<file path="config.mk">
export PLATFORM = sky130hd
export DESIGN_NAME = gbt_link_sequencer
export DESIGN_NICKNAME = d
export VERILOG_FILES = /design/src/rtl/gbt_link_sequencer.sv
export SDC_FILE = /design/constraint.sdc
export NUM_CORES = 1
export LEC_CHECK = 0
export BUFFER_PORTS_ARGS = -buffer_cell sky130_fd_sc_hd__buf_2
export CAP_MARGIN = 10
export CORE_ASPECT_RATIO = 1.25
export CORE_MARGIN = 3
export CORE_UTILIZATION = 54
export CTS_BUF_LIST = sky130_fd_sc_hd__clkbuf_16
export DETAILED_ROUTE_END_ITERATION = 7
export PLACE_DENSITY = 0.77
export RECOVER_POWER = 25
export REMOVE_ABC_BUFFERS = 1
export SYNTH_ARGS = -nofsm -noshare
export SYNTH_HDL_FRONTEND = slang
export SYNTH_SLANG_ARGS = --single-unit
export TNS_END_PERCENT = 20
</file>
<file path="constraint.sdc">
create_clock -name clk_ik -period 2.5 [get_ports clk_ik]
set_input_delay 0.5 -clock clk_ik [delete_from_list [all_inputs] [get_ports clk_ik]]
set_output_delay 0.5 -clock clk_ik [all_outputs]
set_load 0.02 [all_outputs]
</file>
<file path="src/rtl/gbt_link_sequencer.sv">
// Bring-up and recovery sequencer for the GBT transceiver bank: drives bank resets and
// SFP tx-disable, waits for TX/RX ready with timeouts, filters LOS and retries failed bring-ups.
module gbt_link_sequencer #(
    parameter int unsigned RESET_CYCLES      = 256,
    parameter int unsigned TIMEOUT_CYCLES    = 4_000_000,
    parameter int unsigned LOS_FILTER_CYCLES = 1024,
    parameter int unsigned MAX_RETRIES       = 7
) (
    input  logic       clk_ik,
    input  logic       rstn_ir,
    input  logic       enable_i,
    input  logic       los_i,
    input  logic       tx_ready_i,
    input  logic       rx_ready_i,
    input  logic       clear_fault_i,
    output logic       general_reset_o,
    output logic       reset_tx_o,
    output logic       reset_rx_o,
    output logic       clr_lost_flag_o,
    output logic       sfp_txdisable_o,
    output logic       link_up_o,
    output logic       fault_o,
    output logic [3:0] retry_cnt_o,
    output logic [2:0] state_o
);

    localparam int unsigned TIMER_MAX = (TIMEOUT_CYCLES > RESET_CYCLES) ? TIMEOUT_CYCLES : RESET_CYCLES;
    localparam int TIMER_W = $clog2(TIMER_MAX + 1);
    localparam int LOS_W   = $clog2(LOS_FILTER_CYCLES + 1);

    localparam logic [TIMER_W-1:0] RESET_LAST   = TIMER_W'(RESET_CYCLES - 1);
    localparam logic [TIMER_W-1:0] TIMEOUT_LAST = TIMER_W'(TIMEOUT_CYCLES - 1);
    localparam logic [LOS_W-1:0]   LOS_LAST     = LOS_W'(LOS_FILTER_CYCLES - 1);
    localparam logic [3:0]         RETRY_LIMIT  = 4'(MAX_RETRIES);

    typedef enum logic [2:0] {
        S_IDLE    = 3'd0,
        S_RESET   = 3'd1,
        S_WAIT_TX = 3'd2,
        S_WAIT_RX = 3'd3,
        S_LINK_UP = 3'd4,
        S_RECOVER = 3'd5,
        S_FAULT   = 3'd6
    } state_t;

    // Bit 0 = los, bit 1 = tx_ready, bit 2 = rx_ready
    logic [2:0] sync_meta_reg;
    logic [2:0] sync_reg;
    logic       los_sync;
    logic       tx_ready_sync;
    logic       rx_ready_sync;

    logic             los_filt_reg;
    logic [LOS_W-1:0] los_cnt_reg;

    state_t           state_reg, state_next;
    logic [TIMER_W-1:0] timer_reg;
    logic [3:0]       retry_reg, retry_next;
    logic             fail;
    logic             timed_out;
    logic             reset_done;

    logic general_reset_reg, general_reset_next;
    logic reset_tx_reg, reset_tx_next;
    logic reset_rx_reg, reset_rx_next;
    logic clr_lost_reg, clr_lost_next;
    logic txdisable_reg, txdisable_next;
    logic link_up_reg, link_up_next;
    logic fault_reg, fault_next;

    always_ff @(posedge clk_ik or negedge rstn_ir) begin
        if (!rstn_ir) begin
            sync_meta_reg <= '0;
            sync_reg      <= '0;
        end else begin
            sync_meta_reg <= {rx_ready_i, tx_ready_i, los_i};
            sync_reg      <= sync_meta_reg;
        end
    end

    assign los_sync      = sync_reg[0];
    assign tx_ready_sync = sync_reg[1];
    assign rx_ready_sync = sync_reg[2];

    // LOS is only accepted after LOS_FILTER_CYCLES consecutive cycles disagreeing with the filtered value
    always_ff @(posedge clk_ik or negedge rstn_ir) begin
        if (!rstn_ir) begin
            los_filt_reg <= 1'b1;
            los_cnt_reg  <= '0;
        end else if (los_sync != los_filt_reg) begin
            if (los_cnt_reg >= LOS_LAST) begin
                los_filt_reg <= ~los_filt_reg;
                los_cnt_reg  <= '0;
            end else begin
                los_cnt_reg <= los_cnt_reg + 1'b1;
            end
        end else begin
            los_cnt_reg <= '0;
        end
    end

    assign timed_out  = (timer_reg >= TIMEOUT_LAST);
    assign reset_done = (timer_reg >= RESET_LAST);

    always_comb begin
        state_next = state_reg;
        retry_next = retry_reg;
        fail       = 1'b0;

        case (state_reg)
            S_IDLE: begin
                if (enable_i && !los_filt_reg) state_next = S_RESET;
            end
            S_RESET: begin
                if (reset_done) state_next = S_WAIT_TX;
            end
            S_WAIT_TX: begin
                if (tx_ready_sync)  state_next = S_WAIT_RX;
                else if (timed_out) fail = 1'b1;
            end
            S_WAIT_RX: begin
                if (rx_ready_sync)  state_next = S_LINK_UP;
                else if (timed_out) fail = 1'b1;
            end
            S_LINK_UP: begin
                if (!rx_ready_sync)      state_next = S_RECOVER;
                else if (!tx_ready_sync) fail = 1'b1;
            end
            S_RECOVER: begin
                if (reset_done) state_next = S_WAIT_RX;
            end
            S_FAULT: begin
                if (clear_fault_i) begin
                    state_next = S_IDLE;
                    retry_next = '0;
                end
            end
            default: state_next = S_IDLE;
        endcase

        if (fail) begin
            if (retry_reg == RETRY_LIMIT) begin
                state_next = S_FAULT;
            end else begin
                retry_next = retry_reg + 1'b1;
                state_next = S_RESET;
            end
        end

        // Disable and loss-of-signal abort any attempt without counting it as a failure
        if (state_reg != S_FAULT && (!enable_i || los_filt_reg)) begin
            state_next = S_IDLE;
            retry_next = retry_reg;
        end

        if (state_next == S_LINK_UP) retry_next = '0;
    end

    always_comb begin
        general_reset_next = (state_next == S_IDLE) || (state_next == S_RESET) || (state_next == S_FAULT);
        reset_tx_next      = (state_next == S_RESET);
        reset_rx_next      = (state_next == S_RESET) || (state_next == S_RECOVER);
        txdisable_next     = (state_next == S_IDLE) || (state_next == S_FAULT);
        link_up_next       = (state_next == S_LINK_UP);
        fault_next         = (state_next == S_FAULT);
        clr_lost_next      = (state_reg == S_WAIT_RX) && (state_next == S_LINK_UP);
    end

    always_ff @(posedge clk_ik or negedge rstn_ir) begin
        if (!rstn_ir) begin
            state_reg         <= S_IDLE;
            retry_reg         <= '0;
            general_reset_reg <= 1'b1;
            reset_tx_reg      <= 1'b0;
            reset_rx_reg      <= 1'b0;
            txdisable_reg     <= 1'b1;
            link_up_reg       <= 1'b0;
            fault_reg         <= 1'b0;
            clr_lost_reg      <= 1'b0;
        end else begin
            state_reg         <= state_next;
            retry_reg         <= retry_next;
            general_reset_reg <= general_reset_next;
            reset_tx_reg      <= reset_tx_next;
            reset_rx_reg      <= reset_rx_next;
            txdisable_reg     <= txdisable_next;
            link_up_reg       <= link_up_next;
            fault_reg         <= fault_next;
            clr_lost_reg      <= clr_lost_next;
        end
    end

    // Shared timer restarts on every state change and sticks at all-ones
    always_ff @(posedge clk_ik or negedge rstn_ir) begin
        if (!rstn_ir) begin
            timer_reg <= '0;
        end else if (state_next != state_reg) begin
            timer_reg <= '0;
        end else if (timer_reg != '1) begin
            timer_reg <= timer_reg + 1'b1;
        end
    end

    assign general_reset_o = general_reset_reg;
    assign reset_tx_o      = reset_tx_reg;
    assign reset_rx_o      = reset_rx_reg;
    assign clr_lost_flag_o = clr_lost_reg;
    assign sfp_txdisable_o = txdisable_reg;
    assign link_up_o       = link_up_reg;
    assign fault_o         = fault_reg;
    assign retry_cnt_o     = retry_reg;
    assign state_o         = state_reg;

endmodule

</file>
==> flow_summary.json <==
{
  "outcome": "finished, violations left",
  "violations": "setup timing",
  "finalHoldViolCount": 0,
  "rsz0062_at_grt": "yes",
  "die_h_um": 88.1,
  "hold_path.class": "input port to flip-flop",
  "wl_per_cell_um": 15.9,
  "setup_tns_ns": -0.722,
  "clockRootBuffer": "clkbuf_16",
  "cts_tree": "built",
  "cts_buffers": 5,
  "synth_top_family_by_area": "simple AND/OR/NAND/NOR gates",
  "final_common_cell": "dfrtp_1",
  "end_kind": "flip-flop",
  "period_share": 1.03,
  "area_growth_pct": 20.9,
  "synth-seq-area-share": 0.465,
  "holdPathStages": 1,
  "ys.warnings.count": 0,
  "final_cell_mix": "dfrtp_1 (51), nor2_1 (28), buf_4 (22)",
  "synth.distinct_cells": 57,
  "slew_violations": 0,
  "fin_nets": 339,
  "r2r_cells": 7,
  "vias": 2396,
  "insertion_delay_ns": 0.29,
  "antenna_found_initial": 0,
  "min_to": "sync_meta_reg[1]$_DFF_PN0_",
  "io_pins": 21,
  "first_iter_violations": 151,
  "clockBufferDepth": 2,
  "yosys.area_share.xor_xnor": 0.0751,
  "worstSetupStartpointType": "flip-flop",
  "synth-adder-area-share": 0.0129,
  "max_freq_mhz": 389,
  "path_cells": "or4_4 > nor4b_4 > nand2b_1 > o211ai_1 > o211ai_2 > a32o_2 > a2111oi_4",
  "cp.arrival_ns": 2.75,
  "timing.rr.end": "timer_reg[16]$_DFFE_PN0P_",
  "antenna_left": 0,
  "io_buffers": 20,
  "viasPerCell": 6.11,
  "largest_register_ffs": 22,
  "cp_max_fo": 4,
  "dp_hpwl_um": 4340,
  "core_area_mm2": 0.00515,
  "synth-main-ff-cell": "dfrtp_1",
  "synthMuxAreaShare": 0.0107,
  "leakage_nw": 1.62,
  "wl_um": 6240,
  "synth-compound-area-share": 0.109,
  "synth-edff-count": 0,
  "syn_area_per_cell_um2": 10.4,
  "critPathRequiredTime_ns": 2.68,
  "slew_headroom": 0.0654,
  "dieArea_mm2": 0.00632,
  "antennaDiodeCount": 0,
  "tightest_slew_ns": 1.40,
  "drive_above_1_share": 0.315,
  "slowest_stage": "or4_4",
  "total_power_mw": 2.04,
  "cts.clk_slew.worst_paths_ns": 0.07,
  "grt_pass1_vias": 2312,
  "initial_core_util": 0.566,
  "drc": 0,
  "min_from": "tx_ready_i",
  "syn_inst": 281,
  "r2r-start": "timer_reg[21]$_DFFE_PN0P_",
  "setup_viol_count_final": 22,
  "htree_levels": 2,
  "r2r_slack_ns": -0.07,
  "dr.pass1.iters": 4,
  "grt_pass1_wl_um": 10400,
  "irDropWorstVdd_mv": 0.507,
  "synth_seq_cells": 54,
  "post-route-min-period_ns": 2.57,
  "skew_ns": 0.00444,
  "finalWeightedCongestion": 0.878,
  "rows": 29,
  "postSynth.asyncResetShare": 1.00,
  "track_usage": 0.207,
  "cts_sinks": 54,
  "ctsHoldBuffers": 0,
  "grt_start_max_net_pins": 30,
  "grt-ovfl-total": 0,
  "maxCapViolCount": 0,
  "powerDensity_mw_per_mm2": 578,
  "synth.cell_area_mm2": 0.00291,
  "nFillCells": 400,
  "postLayoutSetupSlackWorst_ns": -0.0716,
  "slowest_delay_ns": 0.55,
  "die_x_um": 71.7,
  "synth-simple-area-share": 0.295,
  "criticalPathCategory": "flip-flop to flip-flop"
}
[cells by family (layout without fill, tap and decap cells)]
logic type	Yosys count	count (layout)
other	1	1
muxes	3	3
AOI/OAI and AO/OA	44	44
DFF	54	54
adders and majority gates	3	3
xor gates and xnor gates	25	25
and+or+nand+nor	137	137
buffers and inverters	14	63
[timing repair]
item	in CTS	in global routing
pin swaps	0	11
gates resized for setup	1	17
cloned	0	2
buffers inserted	0	5
endpoints found under the setup margin	2	29
[worst max-delay path by stage]
stage,startpoint,end,slack (ns),depth (start not counted)
6_report,timer_reg[21]$_DFFE_PN0P_,timer_reg[16]$_DFFE_PN0P_,-0.07,7
5_1_grt,timer_reg[21]$_DFFE_PN0P_,timer_reg[16]$_DFFE_PN0P_,-0.12,7
4_1_cts,timer_reg[15]$_DFFE_PN0P_,timer_reg[2]$_DFFE_PN0P_,0.01,8
3_5_place_dp,timer_reg[15]$_DFFE_PN0P_,timer_reg[2]$_DFFE_PN0P_,0.02,8
3_3_place_gp,state_o[1]$_DFF_PN0_,timer_reg[1]$_DFFE_PN0P_,0.06,8
2_1_floorplan,timer_reg[15]$_DFFE_PN0P_,timer_reg[18]$_DFFE_PN0P_,-0.82,6
[power by group]
part           switching [mW]  internal (mW)
clock                   0.294          0.469
sequential             0.0605          0.935
combinational           0.152          0.125
[cells in the mapped netlist (4+ instances only)]
library cell | count | area, um2
nor3_2 | 17 | 170
o21ai_0 | 10 | 50.1
xor2_1 | 12 | 105
nand2_1 | 17 | 63.8
dfrtp_1 | 51 | 1280
nand2b_1 | 5 | 31.3
a21oi_1 | 10 | 50.1
inv_1 | 6 | 22.5
nor4_1 | 4 | 25.0
nand3_1 | 17 | 85.1
xnor2_1 | 13 | 114
and3_1 | 8 | 50.1
nor2_1 | 29 | 109
buf_6 | 5 | 56.3
nand4_1 | 12 | 75.1
[critical path: cells and delay by family, from the launching register on]
kind	cells	cell delay (ns)
flops	1	0.38
compound gates	4	1.10
simple gates	3	0.98
[area by class of cell]
| cell class | count | area, um2 | share of cell area |
|---|---|---|---|
| Multi-Input combinational cell | 213 | 1530 | 0.435 |
| Sequential cell | 54 | 1360 | 0.385 |
| Timing Repair Buffer | 49 | 369 | 0.105 |
| Clock buffer | 5 | 125 | 0.0355 |
| Tap cell | 62 | 77.6 | 0.0220 |
| Clock inverter | 3 | 41.3 | 0.0117 |
| Inverter | 6 | 22.5 | 0.00639 |
[per-layer routing]
layer | vias up | track usage | share of wire
li1 | 1117 | - | -
met1 | 1165 | 0.243 | 0.39
met2 | 86 | 0.368 | 0.53
met3 | 28 | 0.0379 | 0.045
met4 | 0 | 0.0923 | 0.035
met5 | - | 0 | 0
[stage by stage]
stage / std cells / hold slack (ns) / area [um2] / utilization / setup slack (ns)
floorplan: 273 / 0.204 / 2850 / - / -0.823
global placement: 377 / 0.335 / 3240 / 0.628 / 0.0620
detailed placement: 377 / 0.336 / 3240 / 0.628 / 0.0159
CTS: 385 / 0.223 / 3410 / 0.661 / 0.0118
global route: 392 / 0.309 / 3520 / 0.684 / -0.119
finish: 392 / 0.315 / 3520 / 0.684 / -0.0716
No activity file was read; power rests on OpenSTA's default activity.
